### src/rtl/arith_pkg.sv
// arith_pkg: shared state encoding and saturating-arithmetic helpers for MAC stages
package arith_pkg;
  typedef enum logic [1:0] {IDLE, ACCUM, HOLD} state_t;
  typedef struct packed {
    logic ovf;
    logic signed [63:0] sum;
  } sat_t;
  function automatic logic signed [63:0] smax(int w);
    return (64'sd1 <<< (w - 1)) - 64'sd1;
  endfunction
  function automatic logic signed [63:0] smin(int w);
    return -(64'sd1 <<< (w - 1));
  endfunction
  function automatic sat_t sat_add(logic signed [63:0] a, logic signed [63:0] b, int w);
    logic signed [63:0] s;
    s = a + b;
    return s > smax(w) ? {1'b1, smax(w)} : s < smin(w) ? {1'b1, smin(w)} : {1'b0, s};
  endfunction
endpackage

### src/rtl/booth_product_accumulator_if.sv
// booth_product_accumulator_if: product-in / result-out handshakes plus abort
interface booth_product_accumulator_if #(
  parameter int PW = 8,
  parameter int ACC_W = 12,
  parameter int NTERMS = 4
);
  logic clear;
  logic prod_valid;
  logic prod_ready;
  logic signed [PW-1:0] prod_data;
  logic sum_valid;
  logic sum_ready;
  logic sum_ovf;
  logic signed [ACC_W-1:0] sum_data;
  logic [$clog2(NTERMS+1)-1:0] term_cnt;
  modport master (
    output clear, prod_valid, prod_data, sum_ready,
    input prod_ready, sum_valid, sum_data, sum_ovf, term_cnt
  );
  modport slave (
    input clear, prod_valid, prod_data, sum_ready,
    output prod_ready, sum_valid, sum_data, sum_ovf, term_cnt
  );
endinterface

### src/rtl/booth_product_accumulator_sat_adder.sv
// sat_adder: combinational W-bit signed add that clamps to the W-bit range and flags it
module sat_adder
  import arith_pkg::*;
#(
  parameter int W = 12
) (
  input  logic signed [W-1:0] a,
  input  logic signed [W-1:0] b,
  output logic signed [W-1:0] sum,
  output logic                ovf
);
  localparam logic signed [W:0] MAX = (W+1)'(smax(W));
  localparam logic signed [W:0] MIN = (W+1)'(smin(W));
  logic signed [W:0] s;
  assign s = (W+1)'(a) + (W+1)'(b);
  assign ovf = s > MAX || s < MIN;
  assign sum = s > MAX ? MAX[W-1:0] : s < MIN ? MIN[W-1:0] : s[W-1:0];
endmodule

### src/rtl/booth_product_accumulator.sv
// booth_product_accumulator: sums NTERMS signed products into a saturating result
module booth_product_accumulator
  import arith_pkg::*;
#(
  parameter int PW = 8,
  parameter int ACC_W = 12,
  parameter int NTERMS = 4
) (
  input logic clk,
  input logic rst,
  booth_product_accumulator_if.slave bus
);
  localparam int CW = $clog2(NTERMS + 1);
  state_t state, state_n;
  logic signed [PW-1:0] pd;
  logic signed [ACC_W-1:0] acc, acc_n, ext, add_sum;
  logic [CW-1:0] cnt, cnt_n;
  logic ovf, ovf_n, add_ovf, accept;
  assign pd = bus.prod_data;
  assign ext = ACC_W'(pd);
  sat_adder #(.W(ACC_W)) u_add (.a(acc), .b(ext), .sum(add_sum), .ovf(add_ovf));
  assign accept = bus.prod_valid && state != HOLD;
  assign bus.prod_ready = state != HOLD;
  assign bus.sum_valid = state == HOLD;
  assign bus.sum_data = acc;
  assign bus.sum_ovf = ovf;
  assign bus.term_cnt = cnt;
  always_ff @(posedge clk) begin
    if (rst) begin
      state <= IDLE;
      acc <= '0;
      cnt <= '0;
      ovf <= 1'b0;
    end else begin
      state <= state_n;
      acc <= acc_n;
      cnt <= cnt_n;
      ovf <= ovf_n;
    end
  end
  // A result handoff and an abort both land in a clean IDLE; a product offered then is void.
  always_comb begin
    state_n = state;
    acc_n = acc;
    cnt_n = cnt;
    ovf_n = ovf;
    if (bus.clear || (state == HOLD && bus.sum_ready)) begin
      state_n = IDLE;
      acc_n = '0;
      cnt_n = '0;
      ovf_n = 1'b0;
    end else if (accept) begin
      acc_n = add_sum;
      ovf_n = ovf | add_ovf;
      cnt_n = cnt + 1'b1;
      state_n = cnt == CW'(NTERMS - 1) ? HOLD : ACCUM;
    end
  end
endmodule

### src/flat_wrapper.sv
// flat-port wrapper written by rule: the top's interface ports become plain ports
module booth_product_accumulator_flat import arith_pkg::*;
#(
  parameter int PW = 8,
  parameter int ACC_W = 12,
  parameter int NTERMS = 4
)
  (clk, rst, bus_clear, bus_prod_valid, bus_prod_data, bus_sum_ready, bus_prod_ready, bus_sum_valid, bus_sum_data, bus_sum_ovf, bus_term_cnt);
  booth_product_accumulator_if #(.PW(PW), .ACC_W(ACC_W), .NTERMS(NTERMS)) bus_i ();
  input logic clk;
  input logic rst;
  input wire logic [$bits(bus_i.clear)-1:0] bus_clear;
  input wire logic [$bits(bus_i.prod_valid)-1:0] bus_prod_valid;
  input wire logic [$bits(bus_i.prod_data)-1:0] bus_prod_data;
  input wire logic [$bits(bus_i.sum_ready)-1:0] bus_sum_ready;
  output wire logic [$bits(bus_i.prod_ready)-1:0] bus_prod_ready;
  output wire logic [$bits(bus_i.sum_valid)-1:0] bus_sum_valid;
  output wire logic [$bits(bus_i.sum_data)-1:0] bus_sum_data;
  output wire logic [$bits(bus_i.sum_ovf)-1:0] bus_sum_ovf;
  output wire logic [$bits(bus_i.term_cnt)-1:0] bus_term_cnt;
  assign bus_i.clear = bus_clear;
  assign bus_i.prod_valid = bus_prod_valid;
  assign bus_i.prod_data = bus_prod_data;
  assign bus_i.sum_ready = bus_sum_ready;
  assign bus_prod_ready = bus_i.prod_ready;
  assign bus_sum_valid = bus_i.sum_valid;
  assign bus_sum_data = bus_i.sum_data;
  assign bus_sum_ovf = bus_i.sum_ovf;
  assign bus_term_cnt = bus_i.term_cnt;
  booth_product_accumulator #(.PW(PW), .ACC_W(ACC_W), .NTERMS(NTERMS)) u_core (.clk(clk), .rst(rst), .bus(bus_i));
endmodule
### config.mk
export PLATFORM = sky130hd
export DESIGN_NAME = booth_product_accumulator_flat
export DESIGN_NICKNAME = d
export VERILOG_FILES = /design/src/rtl/arith_pkg.sv /design/src/rtl/booth_product_accumulator_if.sv /design/src/rtl/booth_product_accumulator_sat_adder.sv /design/src/rtl/booth_product_accumulator.sv /design/src/flat_wrapper.sv
export SDC_FILE = /design/constraint.sdc
export NUM_CORES = 1
export LEC_CHECK = 0
export CAP_MARGIN = 15
export CORE_MARGIN = 1
export CORE_UTILIZATION = 50
export CTS_BUF_LIST = sky130_fd_sc_hd__clkbuf_4 sky130_fd_sc_hd__clkbuf_8
export DETAILED_ROUTE_END_ITERATION = 8
export GPL_ROUTABILITY_DRIVEN = 0
export GPL_TIMING_DRIVEN = 0
export MAX_ROUTING_LAYER = met4
export PLACE_DENSITY = 0.78
export SYNTH_ARGS = -nofsm -noshare
export SYNTH_HDL_FRONTEND = slang
export SYNTH_SLANG_ARGS = --single-unit
### constraint.sdc
create_clock -name clk -period 5.6 [get_ports clk]
set_input_delay 0.84 -clock clk [delete_from_list [all_inputs] [get_ports clk]]
set_output_delay 0.84 -clock clk [all_outputs]
set_load 0.02 [all_outputs]
==> results of run 1 <==
[synthesized netlist by cell type, types with 2 or more instances]
master    count
nor2_1        9
maj3_2        3
nand3_1       3
o21ai_2       2
a211oi_1      2
o21ai_0      13
nand2_1      16
a21oi_2      15
a21oi_1       5
o21a_1        2
xnor2_1       6
inv_1        10
clkbuf_1      2
ha_1         14
nand2b_1      2
nor3_1        4
and3_1        3
buf_6         2
dfxtp_1      18
or3_1         2
and2_1        2
a21o_1        4
[state kept, by name, indices dropped and copies added (netlist names)]
signal	cells
u_core.bus.sum_data	12
u_core.bus.term_cnt	3
u_core.state	2
u_core.bus.sum_ovf	1
[final cells by class]
type	count	share of cell area [%]
Tap cell	31	2.11
Inverter	10	2.04
Clock buffer	3	1.23
Timing Repair Buffer	30	16.3
Sequential cell	18	19.6
Buffer	4	1.63
Multi-Input combinational cell	131	57.0
[path summary, 6_finish.rpt]
| kind | startpoint | endpoint | slack, ns | cells past startpoint |
|---|---|---|---|---|
| worst min register to register | u_core.state[1] | u_core.state[1] | 0.47 | 2 |
| worst max-delay path | bus_prod_data[0] | u_core.bus.sum_data[10] | 2.43 | 11 |
| worst min-delay path | u_core.state[1] | u_core.state[1] | 0.47 | 2 |
| worst max register to register | u_core.bus.sum_data[0] | u_core.bus.sum_data[10] | 3.04 | 10 |
[power groups by stage]
stage	Sequential [uW]	Combinational, uW	Clock [uW]
6_report	139	137	67.2
5_1_grt	140	149	72.6
2_1_floorplan	148	91.7	0
4_1_cts	139	137	68.0
3_3_place_gp	141	132	0
3_5_place_dp	142	137	0
[metal layers]
metal / vias up / track usage, %
met2: 31 / 45.1
met4: 0 / 6.27
met1: 621 / 27.3
li1: 665 / -
met3: 5 / 3.00
met5: - / -
[cell families (layout without fill, tap and decap cells)]
kind of cell / count (synthesis) / count (layout) / synth area share (%)
buf+inv: 14 / 47 / 4.58
mux: 1 / 1 / 0.679
simple gates: 49 / 49 / 17.8
flops: 18 / 18 / 24.4
fa+ha+maj: 18 / 18 / 15.5
compound gates: 57 / 57 / 33.4
xor+xnor: 6 / 6 / 3.56
[worst max-delay path: stages]
cell,delay (ns)
clkdlybuf4s50_1,0.46
ha_1,0.17
inv_1,0.06
fa_1,0.38
nand2b_2,0.22
a21oi_2,0.23
o311ai_4,0.15
mux2i_1,0.17
a2111oi_4,0.35
maj3_2,0.27
a21oi_2,0.05
[metrics by stage]
stage / setup slack [ns] / hold slack [ns] / power, uW / utilization (%) / cell area [um2]
2_1_floorplan: 2.78 / 0.436 / 240 / - / 1480
3_3_place_gp: 2.16 / 0.442 / 273 / 65.2 / 1810
3_5_place_dp: 2.10 / 0.451 / 278 / 65.2 / 1810
4_1_cts: 2.42 / 0.466 / 344 / 66.0 / 1840
5_1_grt: 2.29 / 0.499 / 361 / 66.0 / 1840
6_report: 2.43 / 0.468 / 343 / 66.0 / 1840
==> metrics.txt, run 1 <==
endpoints failing hold 0; first-pass GRT wire length 5.90 mm; Tmin final 3.17 ns; slew at the pin closest to its max-slew limit 0.565 ns; Synth area leader dfxtp_1; Placed Cells 224; Critical Path Source Type input pin; Syn-to-layout area delta 24.5%; Unique masters post-synth 46; Initial Utilization 53.0%; CP arrival 3.36 ns; Syn. warnings 0; die width 56.3 um; port buffer count 30; Seq cells post-synth 18; power per cell area 187 mW/mm2; commonest non-fill, non-tap cells in the layout clkdlybuf4s50_1, dfxtp_1, nand2_1, a21oi_2, ha_1; core region area 0.00278 mm2; internal power 222 uW; Worst Skew 0.00377 ns; leading cell type in the layout, fill and taps excluded clkdlybuf4s50_1; clock share of power 19.6%; synthesized area per cell 9.05 um2; initial DRC count 17; switch share 35.3%; met3 routed WL 101 um; FF/Latch Area 360 um2; WL/cell 15.1 um; Slew headroom 62.2%; status completed; Setup-failing EPs final 0; Post-DRT Antenna Nets 0; DRC viols 0; Leak 0.000758 uW; clk buf depth 2; CP Capture Type flop; DRT Wirelength 3.43 mm; pin count of the biggest net entering global routing 11; WL met2 1.80 mm; antenna cells 0; TNS Setup 0 ns; Post-synth EDFFs 0; Final Cycle Share 56.6%; vias in the first global route 1330; area of the multi-input gates 0.00105 mm2; metal1 wirelength 1.50 mm; Area contributors post-synth dfxtp_1, ha_1, a21oi_2; Post-Syn Nets 191; die area 0.00317 mm2; clk_lat worst skew 0.30 ns; maximum vdd ir drop 0.132 mV; Flop pwr share 40.5%; fillers 240; CP required 5.80 ns; post-route insts no fill 227; die height 56.3 um; max-slew violation count 0; crit-path max FO 3; CTS HTree Levels 1; clk slew on worst S/H paths 0.11 ns; MaxCap Viol Count 0; share of cells above drive strength 1 19.9%; overall via count from detail_route 1322; Max Fclk 316 MHz; drt via density 5.82; Syn Inst Count 163; final net count 226; RSZ-0062 raised after global routing no; # hold bufs at CTS 0; Switch Pwr 121 uW; antenna violations before repair 0; Post-synth ARST share 0%; DRT Pass-1 Iters 4; combinational group share of total power 39.9%; Yosys top cell area share 24.4%; GRT Resource Usage Total 24.2%; post-CTS resize count 0; Post-CTS Setup Inserts 0; highest metal used met4; CTS tree done; IO Count 31; Post-Syn Area 0.00148 mm2; Min-Delay Path Class flop to flop; total CTS buffers 3; Sink Count 18; top_reg_cell synth dfxtp_1; Clock Tree Root clkbuf_4; crit path kind input pin to flop; Core Rows 19; Post-DP HPWL 2.72 mm; grt ovf 0; Seq/Total Area, Yosys 24.4%
Note: power is estimated with default switching activity, not from simulation.
==> run 2: changes to the inputs <==
--- a/config.mk
+++ b/config.mk
@@ -7,13 +7,13 @@
 export LEC_CHECK = 0
 export CAP_MARGIN = 15
 export CORE_MARGIN = 1
-export CORE_UTILIZATION = 50
+export CORE_UTILIZATION = 48
 export CTS_BUF_LIST = sky130_fd_sc_hd__clkbuf_4 sky130_fd_sc_hd__clkbuf_8
 export DETAILED_ROUTE_END_ITERATION = 8
 export GPL_ROUTABILITY_DRIVEN = 0
 export GPL_TIMING_DRIVEN = 0
 export MAX_ROUTING_LAYER = met4
-export PLACE_DENSITY = 0.78
+export PLACE_DENSITY = 0.79
 export SYNTH_ARGS = -nofsm -noshare
 export SYNTH_HDL_FRONTEND = slang
 export SYNTH_SLANG_ARGS = --single-unit
==> constraint.sdc (replaced) <==
create_clock -name clk -period 2.65 [get_ports clk]
set_input_delay 0.3975 -clock clk [delete_from_list [all_inputs] [get_ports clk]]
set_output_delay 0.3975 -clock clk [all_outputs]
set_load 0.02 [all_outputs]
==> metrics.txt, run 2 (synthesized netlist as in run 1, its figures left out) <==
status finished with violations; failing checks DRC; initial DRC count 37; post-layout util 68.2%; flip-flop count of the largest register after layout 12; GRT Resource Usage Total 22.2%; core region area 0.00283 mm2; port buffer count 30; Post-DRT Antenna Nets 0; Flop pwr share 37.7%; clk buf depth 2; max-slew violation count 0; first-pass GRT wire length 5.55 mm; Critical Path Source Type input pin; DRT Pass-1 Iters 6; antenna violations before repair 0; CP arrival 2.82 ns; clk_lat worst skew 0.30 ns; share of cells above drive strength 1 23.1%; slew at the pin closest to its max-slew limit 0.482 ns; Final Cycle Share 97.0%; Worst Skew 0.000676 ns; fillers 232; RSZ-0062 raised after global routing no; antenna cells 0; clock share of power 23.1%; final net count 228; maximum vdd ir drop 0.224 mV; Setup-failing EPs final 0; clk slew on worst S/H paths 0.11 ns; CTS HTree Levels 1; worst-path cell chain clkdlybuf4s50_1 -> ha_2 -> inv_1 -> fa_2 -> nand2b_4 -> a21oi_4 -> o21a_1 -> o21ai_4 -> a22o_4 -> maj3_2 -> a21oi_2; area of the multi-input gates 0.00109 mm2; MaxCap Viol Count 0; DRT Wirelength 3.36 mm; hold path cells 2; FF/Latch Area 360 um2; TNS Setup 0 ns; IO Count 31; pre-CTS setup slack -0.388 ns; WL/cell 14.6 um; vias in the first global route 1251; combinational group share of total power 39.1%; Core Rows 19; crit-path max FO 4; CTS tree done; endpoints failing hold 0; CP required 2.90 ns; Tmin final 2.57 ns; R2R depth 10; die height 57.4 um; Syn-to-layout area delta 30.7%; Switch Pwr 268 uW; leading cell type in the layout, fill and taps excluded clkdlybuf4s50_1; grt ovf 0; overall via count from detail_route 1306; die area 0.00330 mm2; Clock Tree Root clkbuf_4; crit path kind input pin to flop; internal power 511 uW; DRC viols 3; min-delay src u_core.bus.term_cnt[1]; die width 57.4 um; pin count of the biggest net entering global routing 11; Max Fclk 389 MHz; power per cell area 404 mW/mm2; Top delay family on crit path compound AO/OA/AOI/OAI gates; Initial Utilization 52.1%; total CTS buffers 3; Leak 0.000799 uW; Hold Path Sink u_core.bus.term_cnt[1]; Worst path depth 11; CP Capture Type flop; Crit path largest cell delay 0.46 ns; Sink Count 18; Post-DP HPWL 2.56 mm; CP Buf/Inv Count 2; switch share 34.4%; worst setup margin 0.0788 ns; Critical R2R Capture u_core.bus.sum_data[10]; Slew headroom 67.6%; commonest non-fill, non-tap cells in the layout clkdlybuf4s50_1, dfxtp_1, nand2_1, a21oi_2, o21ai_0; RR Startpoint u_core.bus.sum_data[0]; drt via density 5.68; Min-Delay Path Class flop to flop; r2r setup slk 0.23 ns; CP max-delay cell clkdlybuf4s50_1
[run 2: cell types whose count changed in the layout (fill, tap and decap cells not counted), sizes merged]
| cell | previous run | this run |
|---|---|---|
| dlymetal6s2s | 0 | 1 |
| clkdlybuf4s50 | 30 | 29 |
| buf | 2 | 4 |
| clkbuf | 5 | 6 |
[run 2: power by group through the flow]
stage	Clock [uW]	Combinational (uW)	Sequential, uW
2_1_floorplan	0	194	313
3_3_place_gp	0	278	299
3_5_place_dp	0	286	300
4_1_cts	183	297	294
5_1_grt	199	331	296
6_report	180	305	294
[run 2: worst register-to-register path, delay by kind of cell, from the launching register on]
family          cells  cell delay, ns
buf+inv             1            0.05
flops               1            0.38
simple gates        1            0.17
fa+ha+maj           3            0.86
compound gates      5            0.91
[run 2: worst max-delay path by stage]
| stage | end | slack (ns) | startpoint |
|---|---|---|---|
| 2_1_floorplan | u_core.bus.sum_data[10] | 0.17 | u_core.bus.sum_data[0] |
| 3_3_place_gp | u_core.bus.sum_data[10] | -0.34 | bus_prod_data[0] |
| 3_5_place_dp | u_core.bus.sum_ovf | -0.39 | bus_prod_data[0] |
| 4_1_cts | u_core.bus.sum_data[9] | 0.004 | bus_prod_data[0] |
| 5_1_grt | u_core.bus.sum_data[1] | 0.02 | bus_prod_data[0] |
| 6_report | u_core.bus.sum_data[10] | 0.08 | bus_prod_data[0] |
[run 2: routing by layer]
| layer | vias up | share of wire (%) | GRT usage (%) |
|---|---|---|---|
| li1 | 663 | - | - |
| met1 | 599 | 43 | 26.8 |
| met2 | 39 | 51 | 38.5 |
| met3 | 5 | 4.7 | 2.04 |
| met4 | 0 | 1.4 | 7.32 |
| met5 | - | 0 | - |
[run 2: metrics by stage]
stage                     power (uW)  std cells  area [um2]  hold slack, ns
after floorplan                  507        163        1480           0.436
after global placement           577        224        1810           0.444
after detailed placement         586        224        1810           0.470
after CTS                        773        230        1890           0.485
after global routing             826        230        1930           0.522
final                            779        230        1930           0.484
[run 2: repair_timing]
action,in CTS,in global routing
resized for setup,1,8
hold buffers,0,0
gates cloned,0,0
pin swaps,4,3
setup buffers,2,0
setup endpoints to repair,12,11
[run 2: area by class of cell]
cell class / count / share of cell area [%]
well taps: 31 / 2.01
flip-flops and latches: 18 / 18.7
repair buffers: 32 / 17.1
inverters: 10 / 1.95
plain buffers: 4 / 1.56
multi-input cells: 131 / 56.8
clock buffers: 4 / 1.88
